File: config.mk
export PLATFORM = sky130hd
export DESIGN_NAME = cp0_unit
export DESIGN_NICKNAME = d
export VERILOG_FILES = /design/src/rtl/cp0_unit.sv
export SDC_FILE = /design/constraint.sdc
export NUM_CORES = 1
export LEC_CHECK = 0
export CORE_ASPECT_RATIO = 0.9
export CORE_UTILIZATION = 52
export DETAILED_ROUTE_END_ITERATION = 8
export PLACE_DENSITY = 0.86
export SLEW_MARGIN = 20
export SYNTH_ARGS = -nofsm -noshare
export SYNTH_HDL_FRONTEND = slang
export SYNTH_SLANG_ARGS = --single-unit
File: constraint.sdc
create_clock -name clk -period 6.5 [get_ports clk]
set_input_delay 1.95 -clock clk [delete_from_list [all_inputs] [get_ports clk]]
set_output_delay 1.95 -clock clk [all_outputs]
set_load 0.01 [all_outputs]
File: src/rtl/cp0_unit.sv
// Coprocessor-0: Status/Cause/EPC registers, interrupt capture and the exception/halt/ERET
// sequencer that drives pipeline flushes and the redirect PC.
module cp0_unit #(
    parameter logic [31:0] EXC_VECTOR  = 32'h0000_0004,
    parameter logic [31:0] HALT_VECTOR = 32'h0000_0008,
    parameter int          SYNC_STAGES = 2
) (
    input  logic        clk,
    input  logic        rst_n,
    input  logic        ex,
    input  logic [4:0]  ex_code,
    input  logic        branch_delay,
    input  logic        eret_flush,
    input  logic        cp0_we,
    input  logic [4:0]  cp0_rdc,
    input  logic [31:0] cp0_wdata,
    input  logic [31:0] id_pc,
    input  logic        stall,
    input  logic [7:0]  int_in,
    output logic [31:0] cp0_rdata,
    output logic        cp0_flush,
    output logic        ex_wb,
    output logic        cp0_eret,
    output logic        cp0_hlt,
    output logic        cp0_ie,
    output logic        cp0_exl,
    output logic [7:0]  cp0_int_mask,
    output logic [7:0]  cp0_int_sig,
    output logic [31:0] exc_addr
);

    localparam logic [4:0] CODE_HLT    = 5'd1;
    localparam logic [4:0] CODE_RESUME = 5'd2;
    localparam logic [4:0] IDX_STATUS  = 5'd12;
    localparam logic [4:0] IDX_CAUSE   = 5'd13;
    localparam logic [4:0] IDX_EPC     = 5'd14;

    typedef enum logic [1:0] {
        ST_RUN  = 2'd0,
        ST_EXC  = 2'd1,
        ST_HALT = 2'd2,
        ST_ERET = 2'd3
    } state_t;

    // Selects the highest pending line among IP[5:0]; IP[7:6] belong to HLT/RESUME.
    function automatic logic [7:0] int_clr_mask(input logic [7:0] ip);
        logic [7:0] m;
        m = 8'h00;
        for (int i = 0; i < 6; i++) begin
            if (ip[i]) begin
                m = 8'h01 << i;
            end else begin
                m = m;
            end
        end
        return m;
    endfunction

    state_t      state_r, state_next_s;
    logic [7:0]  sync_r [SYNC_STAGES];
    logic [7:0]  int_prev_r;
    logic [7:0]  int_rise_s;

    logic        ie_r, exl_r, bd_r;
    logic [7:0]  im_r, ip_r;
    logic [4:0]  code_r;
    logic [31:0] epc_r;

    logic        ie_next_s, exl_next_s, bd_next_s;
    logic [7:0]  im_next_s, ip_next_s, ip_clr_s;
    logic [4:0]  code_next_s;
    logic [31:0] epc_next_s;
    logic        mtc0_s;

    logic        flush_r, ex_wb_r, eret_r, hlt_r;
    logic [31:0] exc_addr_r;
    logic        flush_next_s, ex_wb_next_s, eret_next_s, hlt_next_s;
    logic [31:0] exc_addr_next_s;

    // Interrupt synchroniser chain plus the previous synchronised value for edge detection.
    always_ff @(posedge clk or negedge rst_n) begin
        if (!rst_n) begin
            for (int i = 0; i < SYNC_STAGES; i++) begin
                sync_r[i] <= 8'h00;
            end
            int_prev_r <= 8'h00;
        end else begin
            sync_r[0] <= int_in;
            for (int i = 1; i < SYNC_STAGES; i++) begin
                sync_r[i] <= sync_r[i-1];
            end
            int_prev_r <= sync_r[SYNC_STAGES-1];
        end
    end

    assign int_rise_s = sync_r[SYNC_STAGES-1] & ~int_prev_r;

    // FSM state register.
    always_ff @(posedge clk or negedge rst_n) begin
        if (!rst_n) begin
            state_r <= ST_RUN;
        end else begin
            state_r <= state_next_s;
        end
    end

    // Next-state, register-update and next-output logic.
    always_comb begin
        state_next_s = state_r;
        ie_next_s    = ie_r;
        exl_next_s   = exl_r;
        im_next_s    = im_r;
        bd_next_s    = bd_r;
        code_next_s  = code_r;
        epc_next_s   = epc_r;
        ip_clr_s     = 8'h00;
        mtc0_s       = cp0_we && !stall && (state_r == ST_RUN);

        // MTC0 goes first so exception entry below overrides the fields it owns.
        if (mtc0_s && (cp0_rdc == IDX_STATUS)) begin
            ie_next_s  = cp0_wdata[0];
            exl_next_s = cp0_wdata[1];
            im_next_s  = cp0_wdata[15:8];
        end else if (mtc0_s && (cp0_rdc == IDX_EPC)) begin
            epc_next_s = cp0_wdata;
        end else begin
            ie_next_s = ie_r;
        end

        case (state_r)
            ST_RUN: begin
                if (ex) begin
                    epc_next_s   = branch_delay ? (id_pc - 32'd4) : id_pc;
                    bd_next_s    = branch_delay;
                    code_next_s  = ex_code;
                    exl_next_s   = 1'b1;
                    state_next_s = ST_EXC;
                    case (ex_code)
                        CODE_HLT:    ip_clr_s = 8'h80;
                        CODE_RESUME: ip_clr_s = 8'h40;
                        default:     ip_clr_s = int_clr_mask(ip_r);
                    endcase
                end else if (eret_flush) begin
                    exl_next_s   = 1'b0;
                    state_next_s = ST_ERET;
                end else begin
                    state_next_s = ST_RUN;
                end
            end
            ST_EXC: begin
                state_next_s = (code_r == CODE_HLT) ? ST_HALT : ST_RUN;
            end
            ST_HALT: begin
                if (ex && (ex_code == CODE_RESUME)) begin
                    exl_next_s   = 1'b0;
                    code_next_s  = CODE_RESUME;
                    ip_clr_s     = 8'h40;
                    state_next_s = ST_EXC;
                end else begin
                    state_next_s = ST_HALT;
                end
            end
            ST_ERET: begin
                state_next_s = ST_RUN;
            end
            default: begin
                state_next_s = ST_RUN;
            end
        endcase

        // A new rising edge beats any clear landing on the same cycle.
        ip_next_s = (((mtc0_s && (cp0_rdc == IDX_CAUSE)) ? cp0_wdata[15:8] : ip_r)
                     & ~ip_clr_s) | int_rise_s;

        flush_next_s = (state_next_s == ST_EXC) || (state_next_s == ST_ERET);
        ex_wb_next_s = (state_next_s == ST_EXC);
        eret_next_s  = (state_next_s == ST_ERET);
        hlt_next_s   = (state_next_s == ST_HALT);

        case (state_next_s)
            ST_EXC:  exc_addr_next_s = (code_next_s == CODE_HLT) ? HALT_VECTOR : EXC_VECTOR;
            ST_ERET: exc_addr_next_s = epc_next_s;
            ST_HALT: exc_addr_next_s = HALT_VECTOR;
            ST_RUN:  exc_addr_next_s = ((state_r == ST_EXC) && (code_r == CODE_RESUME))
                                       ? epc_r : exc_addr_r;
            default: exc_addr_next_s = exc_addr_r;
        endcase
    end

    // Architectural registers and registered pipeline-control outputs.
    always_ff @(posedge clk or negedge rst_n) begin
        if (!rst_n) begin
            ie_r       <= 1'b1;
            exl_r      <= 1'b0;
            im_r       <= 8'hFF;
            ip_r       <= 8'h00;
            bd_r       <= 1'b0;
            code_r     <= 5'd0;
            epc_r      <= 32'h0000_0000;
            flush_r    <= 1'b0;
            ex_wb_r    <= 1'b0;
            eret_r     <= 1'b0;
            hlt_r      <= 1'b0;
            exc_addr_r <= EXC_VECTOR;
        end else begin
            ie_r       <= ie_next_s;
            exl_r      <= exl_next_s;
            im_r       <= im_next_s;
            ip_r       <= ip_next_s;
            bd_r       <= bd_next_s;
            code_r     <= code_next_s;
            epc_r      <= epc_next_s;
            flush_r    <= flush_next_s;
            ex_wb_r    <= ex_wb_next_s;
            eret_r     <= eret_next_s;
            hlt_r      <= hlt_next_s;
            exc_addr_r <= exc_addr_next_s;
        end
    end

    // MFC0 read mux; unimplemented indices and bits read as zero.
    always_comb begin
        case (cp0_rdc)
            IDX_STATUS: cp0_rdata = {16'h0000, im_r, 6'b000000, exl_r, ie_r};
            IDX_CAUSE:  cp0_rdata = {bd_r, 15'h0000, ip_r, 1'b0, code_r, 2'b00};
            IDX_EPC:    cp0_rdata = epc_r;
            default:    cp0_rdata = 32'h0000_0000;
        endcase
    end

    assign cp0_flush    = flush_r;
    assign ex_wb        = ex_wb_r;
    assign cp0_eret     = eret_r;
    assign cp0_hlt      = hlt_r;
    assign cp0_ie       = ie_r;
    assign cp0_exl      = exl_r;
    assign cp0_int_mask = im_r;
    assign cp0_int_sig  = ip_r;
    assign exc_addr     = exc_addr_r;

endmodule
==> out/results.md, run 1 <==
| Result | This run | Unit |
|---|---|---|
| Outcome | finished clean | - |
| Largest net degree at the start of global routing | 73 | - |
| Number of distinct library cells after synthesis | 64 | - |
| Most repeated library cell on the critical path | clkdlybuf4s50_1 | - |
| Detail Route Antenna Nets | 0 | - |
| Flip-flop and latch count after synthesis | 118 | - |
| Cts-stage hold buffer count | 0 | - |
| Nature of the critical path endpoint | output pin | - |
| XOR/XNOR share of the synthesized area | 0.04019 | - |
| Horizontal die dimension | 118.2 | um |
| Gate count after technology mapping | 610 | - |
| Share of layout cells above drive strength 1 | 0.1338 | - |
| Clock slew seen by the registers of the worst setup and hold paths | 0.05 | ns |
| Mux contribution to synthesized area | 0.05405 | - |
| Vias per inst | 6.248 | - |
| I/O pin count | 175 | - |
| Post-CTS Setup Bufs | 0 | - |
| IO Port Bufs | 174 | - |
| Overall routing resource usage | 0.3241 | - |
| WP data required | 4.55 | ns |
| Num CTS Buffers | 17 | - |
| Setup repair after global routing missed its margin | false | - |
| Global route overflow | 0 | - |
| Number of nets in the layout | 869 | - |
| Instance area at placement | 0.008175 | sq mm |
| Max Clk Rate | 0.1643 | GHz |
| Core Area | 0.01162 | sq mm |
| Most frequent cell after synthesis | dfrtp_1 | - |
| Total of fill cells in the finished design | 784 | - |
| Clock insertion delay at the later pin of the skew report | 0.41 | ns |
| Maximum resistive drop on vdd | 0.2190 | mV |
| Vias in the first global route | 5958 | - |
| Final clock skew | 0.009617 | ns |
| Critical path start-end classification | input port to output pin | - |
| Share of synthesized cell area in and, or, nand and nor gates | 0.1885 | - |
| Final Hold Vio Count | 0 | - |
| Count of max-cap constraint violations | 0 | - |
| Compound-cell area share of the yosys netlist | 0.2017 | - |
| # rows | 37 | - |
| Global-route wire length before repair | 31430 | um |
| Worst stage delay on the critical path | 0.68 | ns |
| Cell-by-cell listing of the critical path | clkdlybuf4s50_1 -> nand3b_1 -> nor3b_2 -> a22o_1 -> clkdlybuf4s50_1 | - |
| Setup Total Neg Slack | 0 | ns |
| Post-detail-place hpwl | 13350 | um |
| Top cells by area, synth | dfrtp_1 (43%), dfstp_2 (4.2%), nand2_1 (4.2%) | - |
| Portion of synthesized cell area occupied by the leading cell type | 0.4276 | - |
| Largest family of logic cells by synthesized area | compound AO/OA/AOI/OAI gates | - |
| Total wire length after detailed routing | 20140 | um |
| Commonest cells post-synth | dfrtp_1 (108), nand2_1 (70), and3_1 (36), nor2_1 (32) | - |
| Count of flip-flops with a built-in enable after synthesis | 0 | - |
| Post-synthesis cell type with the largest combined area | dfrtp_1 | - |
| Number of max-slew violations in the final report | 0 | - |
| Wire length per cell after detailed routing | 21.22 | um |
| Post-synth ARST share | 1.000 | - |
| CP startpoint kind | input port | - |
| Maximum clock path buffer count | 2 | - |
| Clock period minus worst slack | 6.086 | ns |
| Avg Synthesized Cell Area | 10.36 | sq um |
| CTS Root Cell | clkbuf_16 | - |
| CTS tree | built | - |
| Sequential fraction of the synthesis area | 0.4692 | - |
| Number of antenna violations at the first check in global routing | 1 | - |
| Total of endpoints with negative setup slack in the final report | 0 | - |
| Adder-cell share of the synthesized area | 0.001980 | - |
| Path category of the worst min-delay check | register to register | - |
| Number of clock sinks seen by CTS | 118 | - |
| Power density normalized to cell area | 406.5 | mW/mm^2 |
| DRC violation count after routing | 0 | - |
| Number of gates given a new drive strength after cts | 0 | - |
| First-pass iteration count of the detailed router | 5 | - |
| Slew at the pin with the worst max-slew slack | 0.9090 | ns |
| Fraction of the cycle the final worst path needs | 0.9363 | - |
| Synthesized area | 0.006320 | sq mm |
| Global placer's final weighted congestion | 0.8805 | - |
| Count of routing violations after the opening detailed-route iteration | 485 | - |
| Final design instance area without fill | 0.008747 | sq mm |
| Leakage power | 3.675 | nW |
| Overall die area | 0.01260 | sq mm |
| Via count | 5929 | - |
| Total nets after synthesis | 700 | - |
| Effective utilization at floorplan | 0.5439 | - |
| Area growth syn-to-layout | 38.41 | % |
| WP data arrival | 4.14 | ns |
| Warning count from the yosys run | 0 | - |
| Worst-path cell with the longest stage delay | nor3b_2 | - |
| Primary FF master, synth | dfrtp_1 | - |
| Maximum net fanout on the critical path | 9 | - |
| Height of the chip | 106.6 | um |
| Tightest slew margin relative to the limit | 0.3940 | - |
| Number of H-tree levels | 4 | - |
-- path summary, 6_finish.rpt --
| path | start | cells after the start | end | slack, ns |
|---|---|---|---|---|
| max | cp0_rdc[4] | 5 | cp0_rdata[3] | 0.41 |
| min reg2reg | sync_r[15]$_DFF_PN0_ | 0 | sync_r[7]$_DFF_PN0_ | 0.35 |
| max in group asynchronous | rst_n | 2 | sync_r[4]$_DFF_PN0_ | 3.67 |
| min in group asynchronous | rst_n | 1 | exc_addr[17]$_DFFE_PN0P_ | 1.67 |
| max reg2reg | state_r[1]$_DFF_PN0_ | 8 | exc_addr[18]$_DFFE_PN0P_ | 3.30 |
| min | sync_r[15]$_DFF_PN0_ | 0 | sync_r[7]$_DFF_PN0_ | 0.35 |
-- cells in the final DEF (no fill, tap or decap), drive strengths merged, types with 4 or more instances in the layout --
cell type        n
nor3            10
a31oi           14
clkbuf          17
clkdlybuf4s50  173
o211ai          24
a31o            23
dfrtp          108
nor2            32
and4             4
nor3b            6
or3              4
buf             15
nand2           73
nand4b           4
o21ai           10
a21oi           26
xor2            11
inv             27
clkinv           6
dfstp           10
and3            36
nor4             9
xnor2           18
a22o            12
mux2i           24
nand2b           6
mux2             9
a221o            4
o22ai           11
a2bb2oi         24
nand3            6
nand4            4
nor4b            5
-- kinds of logic (layout without fill, tap and decap cells) --
logic type	Yosys count	in the layout
buffers and inverters	60	242
adder cells (fa/ha/maj)	1	1
AO/OA/AOI/OAI	159	159
flip-flops	118	118
XOR/XNOR	29	29
AND/OR/NAND/NOR	210	210
other	0	1
multiplexers	33	33
-- stage by stage --
step / total power, W / instances / setup slack, ns / utilization / hold slack, ns
final: 0.003555 / 949 / 0.4143 / 0.7528 / 0.3501
after global routing: 0.003706 / 949 / 0.3601 / 0.7528 / 0.3621
after CTS: 0.003540 / 948 / 0.4629 / 0.7526 / 0.3505
after detailed placement: 0.002632 / 916 / 0.4659 / 0.7036 / 0.3347
after global placement: 0.002574 / 916 / 0.5798 / 0.7036 / 0.3313
after floorplan: 0.002040 / 610 / 1.481 / - / 0.3312
-- critical path, delay by kind of cell --
kind / cells / cell delay [ns]
compound gates: 1 / 0.24
simple gates: 2 / 1.00
buf+inv: 2 / 0.94
-- per-layer routing --
metal / up-vias / share of wire / GRT usage
li1: 2608 / - / -
met1: 2912 / 0.39 / 0.3976
met2: 354 / 0.49 / 0.5261
met3: 55 / 0.092 / 0.09255
met4: 0 / 0.032 / 0.1621
met5: - / 0 / 0
-- report_power, final --
group / switching (W) / total (W) / internal [W]
Sequential: 0.000245 / 0.00125 / 0.00100
Combinational: 0.000698 / 0.00141 / 0.000716
Clock: 0.000359 / 0.000892 / 0.000533
-- registers in the layout, indices dropped and copies added, names as in the netlist --
register / cells
bd_r: 1
code_r: 5
cp0_eret: 1
cp0_exl: 1
cp0_flush: 1
cp0_hlt: 1
cp0_ie: 1
cp0_int_mask: 8
cp0_int_sig: 8
epc_r: 32
ex_wb: 1
exc_addr: 32
int_prev_r: 8
state_r: 2
sync_r: 16
-- layout make-up --
class | count | area, sq um | share of cell area
Antenna cell | 1 | 2.502 | 0.0002861
Clock inverter | 15 | 143.9 | 0.01645
Multi-Input combinational cell | 432 | 3088 | 0.3530
Sequential cell | 118 | 2965 | 0.3390
Tap cell | 156 | 195.2 | 0.02231
Timing Repair Buffer | 188 | 1844 | 0.2108
Inverter | 22 | 82.58 | 0.009441
Clock buffer | 17 | 425.4 | 0.04863
(Power assumes the default switching activity.)
==> run 2, diff against run 1 <==
- CORE_UTILIZATION: 52 -> 49
- PLACE_DENSITY: 0.86 -> 0.81
- clock period: 6.5 -> 6.7 ns (I/O delays scaled with it)
==> out/results.md, run 2 (synthesized netlist as in run 1, its figures left out) <==
| Result | This run | Unit | vs previous |
|---|---|---|---|
| Vias in the first global route | 6072 | - | was 5958 |
| Share of layout cells above drive strength 1 | 0.1349 | - | was 0.1338 |
| Finished Core Util | 0.7151 | - | was 0.7528 |
| # rows | 38 | - | was 37 |
| Final Hold Vio Count | 0 | - | unchanged |
| Cts-stage hold buffer count | 0 | - | unchanged |
| Number of H-tree levels | 4 | - | unchanged |
| Count of routing violations after the opening detailed-route iteration | 607 | - | was 485 |
| Fraction of the cycle the final worst path needs | 0.8841 | - |  |
| Largest delay share family, worst path | buffers and inverters | - | was simple AND/OR/NAND/NOR gates |
| Largest net degree at the start of global routing | 63 | - | was 73 |
| Gr busiest metal | met2 | - | unchanged |
| CP startpoint kind | input port | - | unchanged |
| Wire length per cell after detailed routing | 21.61 | um | was 21.22 um |
| Path category of the worst min-delay check | register to register | - | unchanged |
| Maximum clock path buffer count | 2 | - | unchanged |
| IO Port Bufs | 174 | - | unchanged |
| Maximum net fanout on the critical path | 9 | - | unchanged |
| Met3 capacity usage during global routing | 0.06587 | - | was 0.09255 |
| Leakage power | 3.702 | nW | was 3.675 nW |
| Number of nets in the layout | 870 | - | was 869 |
| Clock insertion delay at the later pin of the skew report | 0.42 | ns | was 0.41 ns |
| Horizontal die dimension | 121.7 | um | was 118.2 um |
| Worst setup margin | 0.7764 | ns | was 0.4143 ns |
| Worst stage delay on the critical path | 0.56 | ns | was 0.68 ns |
| Post-detail-place hpwl | 13990 | um | was 13350 um |
| Number of antenna violations at the first check in global routing | 0 | - | was 1 |
| Core Area | 0.01231 | sq mm | was 0.01162 sq mm |
| Antenna diode count | 0 | - | was 1 |
| Most repeated library cell on the critical path | clkdlybuf4s50_1 | - | unchanged |
| Critical path buffer and inverter count | 3 | - | was 2 |
| Instance area at placement | 0.008188 | sq mm | was 0.008175 sq mm |
| WP data arrival | 3.91 | ns | was 4.14 ns |
| Overall die area | 0.01336 | sq mm | was 0.01260 sq mm |
| Worst-path cell with the longest stage delay | clkdlybuf4s50_1 | - | was nor3b_2 |
| Total wire length after detailed routing | 20590 | um | was 20140 um |
| Post-CTS Setup Bufs | 0 | - | unchanged |
| Setup repair after global routing missed its margin | false | - | unchanged |
| Outcome | finished clean | - | unchanged |
| Overall routing resource usage | 0.3207 | - | was 0.3241 |
| Final design instance area without fill | 0.008806 | sq mm | was 0.008747 sq mm |
| Most common library cell in the layout ignoring fill and taps | clkdlybuf4s50_1 | - | unchanged |
| CTS tree | built | - | unchanged |
| Count of max-cap constraint violations | 0 | - | unchanged |
| Final clock skew | 0.01033 | ns | was 0.009617 ns |
| Global route overflow | 0 | - | unchanged |
| Vias per inst | 6.255 | - | was 6.248 |
| Pre-CTS setup slack | 0.7965 | ns | was 0.4659 ns |
| Worst hold slack | 0.3471 | ns | was 0.3501 ns |
| Setup Total Neg Slack | 0 | ns | unchanged |
| Cell-by-cell listing of the critical path | clkdlybuf4s50_1 -> nand2b_1 -> nor2_1 -> buf_4 -> nand2_1 -> o21ai_0 -> clkdlybuf4s50_1 | - | was clkdlybuf4s50_1 -> nand3b_1 -> nor3b_2 -> a22o_1 -> clkdlybuf4s50_1 |
| Height of the chip | 109.7 | um | was 106.6 um |
| Detail Route Antenna Nets | 0 | - | unchanged |
| Max Clk Rate | 0.1688 | GHz |  |
| Grt met2 use | 0.5179 | - | was 0.5261 |
| Clock period minus worst slack | 5.924 | ns |  |
| Number of max-slew violations in the final report | 0 | - | unchanged |
| Global placer's final weighted congestion | 0.8727 | - | was 0.8805 |
| Clock slew seen by the registers of the worst setup and hold paths | 0.06 | ns | was 0.05 ns |
| Tightest slew margin relative to the limit | 0.3884 | - | was 0.3940 |
| First-pass iteration count of the detailed router | 7 | - | was 5 |
| I/O pin count | 175 | - | unchanged |
| Area growth syn-to-layout | 39.34 | % | was 38.41% |
| CTS Root Cell | clkbuf_16 | - | unchanged |
| Global-route wire length before repair | 32250 | um | was 31430 um |
| DRC violation count after routing | 0 | - | unchanged |
| Most used cells in the layout excluding fill and tap cells | clkdlybuf4s50_1 (173), dfrtp_1 (108), nand2_1 (69) | - | unchanged |
| Maximum resistive drop on vdd | 0.2491 | mV | was 0.2190 mV |
| Total of endpoints with negative setup slack in the final report | 0 | - | unchanged |
| Power density normalized to cell area | 402.8 | mW/mm^2 | was 406.5 mW/mm^2 |
| Via count | 5961 | - | was 5929 |
| Slew at the pin with the worst max-slew slack | 0.9142 | ns | was 0.9090 ns |
| Critical path start-end classification | input port to output pin | - | unchanged |
| WP data required | 4.69 | ns | was 4.55 ns |
| Routing usage on met1 | 0.4011 | - | was 0.3976 |
| Effective utilization at floorplan | 0.5132 | - | was 0.5439 |
| Total of fill cells in the finished design | 873 | - | was 784 |
| Number of gates given a new drive strength after cts | 0 | - | unchanged |
| Num CTS Buffers | 17 | - | unchanged |
| Nature of the critical path endpoint | output pin | - | unchanged |
| Number of clock sinks seen by CTS | 118 | - | unchanged |
==> run 2: cell count changes in the layout (fill, tap and decap cells not counted), sizes merged <==
cell,change
diode,-1
bufinv,+2
clkinv,-3
inv,+1
buf,+1
==> run 2: layout make-up <==
class	count	area (sq um)	area share
multi-input cells	432	3088	0.3507
flip-flops and latches	118	2965	0.3367
repair buffers	189	1852	0.2103
clock buffers	17	425.4	0.04831
well taps	160	200.2	0.02273
clock inverters	15	192.7	0.02188
inverters	22	82.58	0.009378
==> run 2: per-stage QoR <==
stage                     total power, W  instances
after floorplan                 0.001979        610
after global placement          0.002512        921
after detailed placement        0.002560        921
after CTS                       0.003534        953
after global routing            0.003706        953
final                           0.003547        953
==> run 2: path summary, 6_finish.rpt <==
check | from | cells after the start | to | slack (ns)
worst max-delay path | cp0_rdc[0] | 7 | cp0_rdata[9] | 0.78
worst min-delay path | sync_r[9]$_DFF_PN0_ | 0 | sync_r[1]$_DFF_PN0_ | 0.35
worst min register to register | sync_r[9]$_DFF_PN0_ | 0 | sync_r[1]$_DFF_PN0_ | 0.35
min in group asynchronous | rst_n | 1 | exc_addr[16]$_DFFE_PN0P_ | 1.68
worst max register to register | state_r[1]$_DFF_PN0_ | 7 | exc_addr[2]$_DFFE_PN1P_ | 3.35
max in group asynchronous | rst_n | 2 | code_r[2]$_DFF_PN0_ | 3.79
==> run 2: worst register-to-register path, delay by kind of cell, from the launching register on <==
kind | cells | cell delay, ns
buffers and inverters | 2 | 0.74
DFF | 1 | 0.62
AOI/OAI and AO/OA | 1 | 0.34
and+or+nand+nor | 4 | 1.57
==> run 2: report_power, final <==
part / internal (W) / leakage, nW / total (W) / switching [W]
registers: 0.000975 / 1.36 / 0.00121 / 0.000236
logic: 0.000695 / 2.04 / 0.00139 / 0.000690
clock network: 0.000594 / 0.295 / 0.000951 / 0.000357
total: 0.00226 / 3.70 / 0.00355 / 0.00128
==> run 2: metal layers <==
metal  wire length, um  vias up
li1                  -     2604
met4               962        0
met2              9765      380
met5                 0        -
met3              1886       71
met1              7976     2906
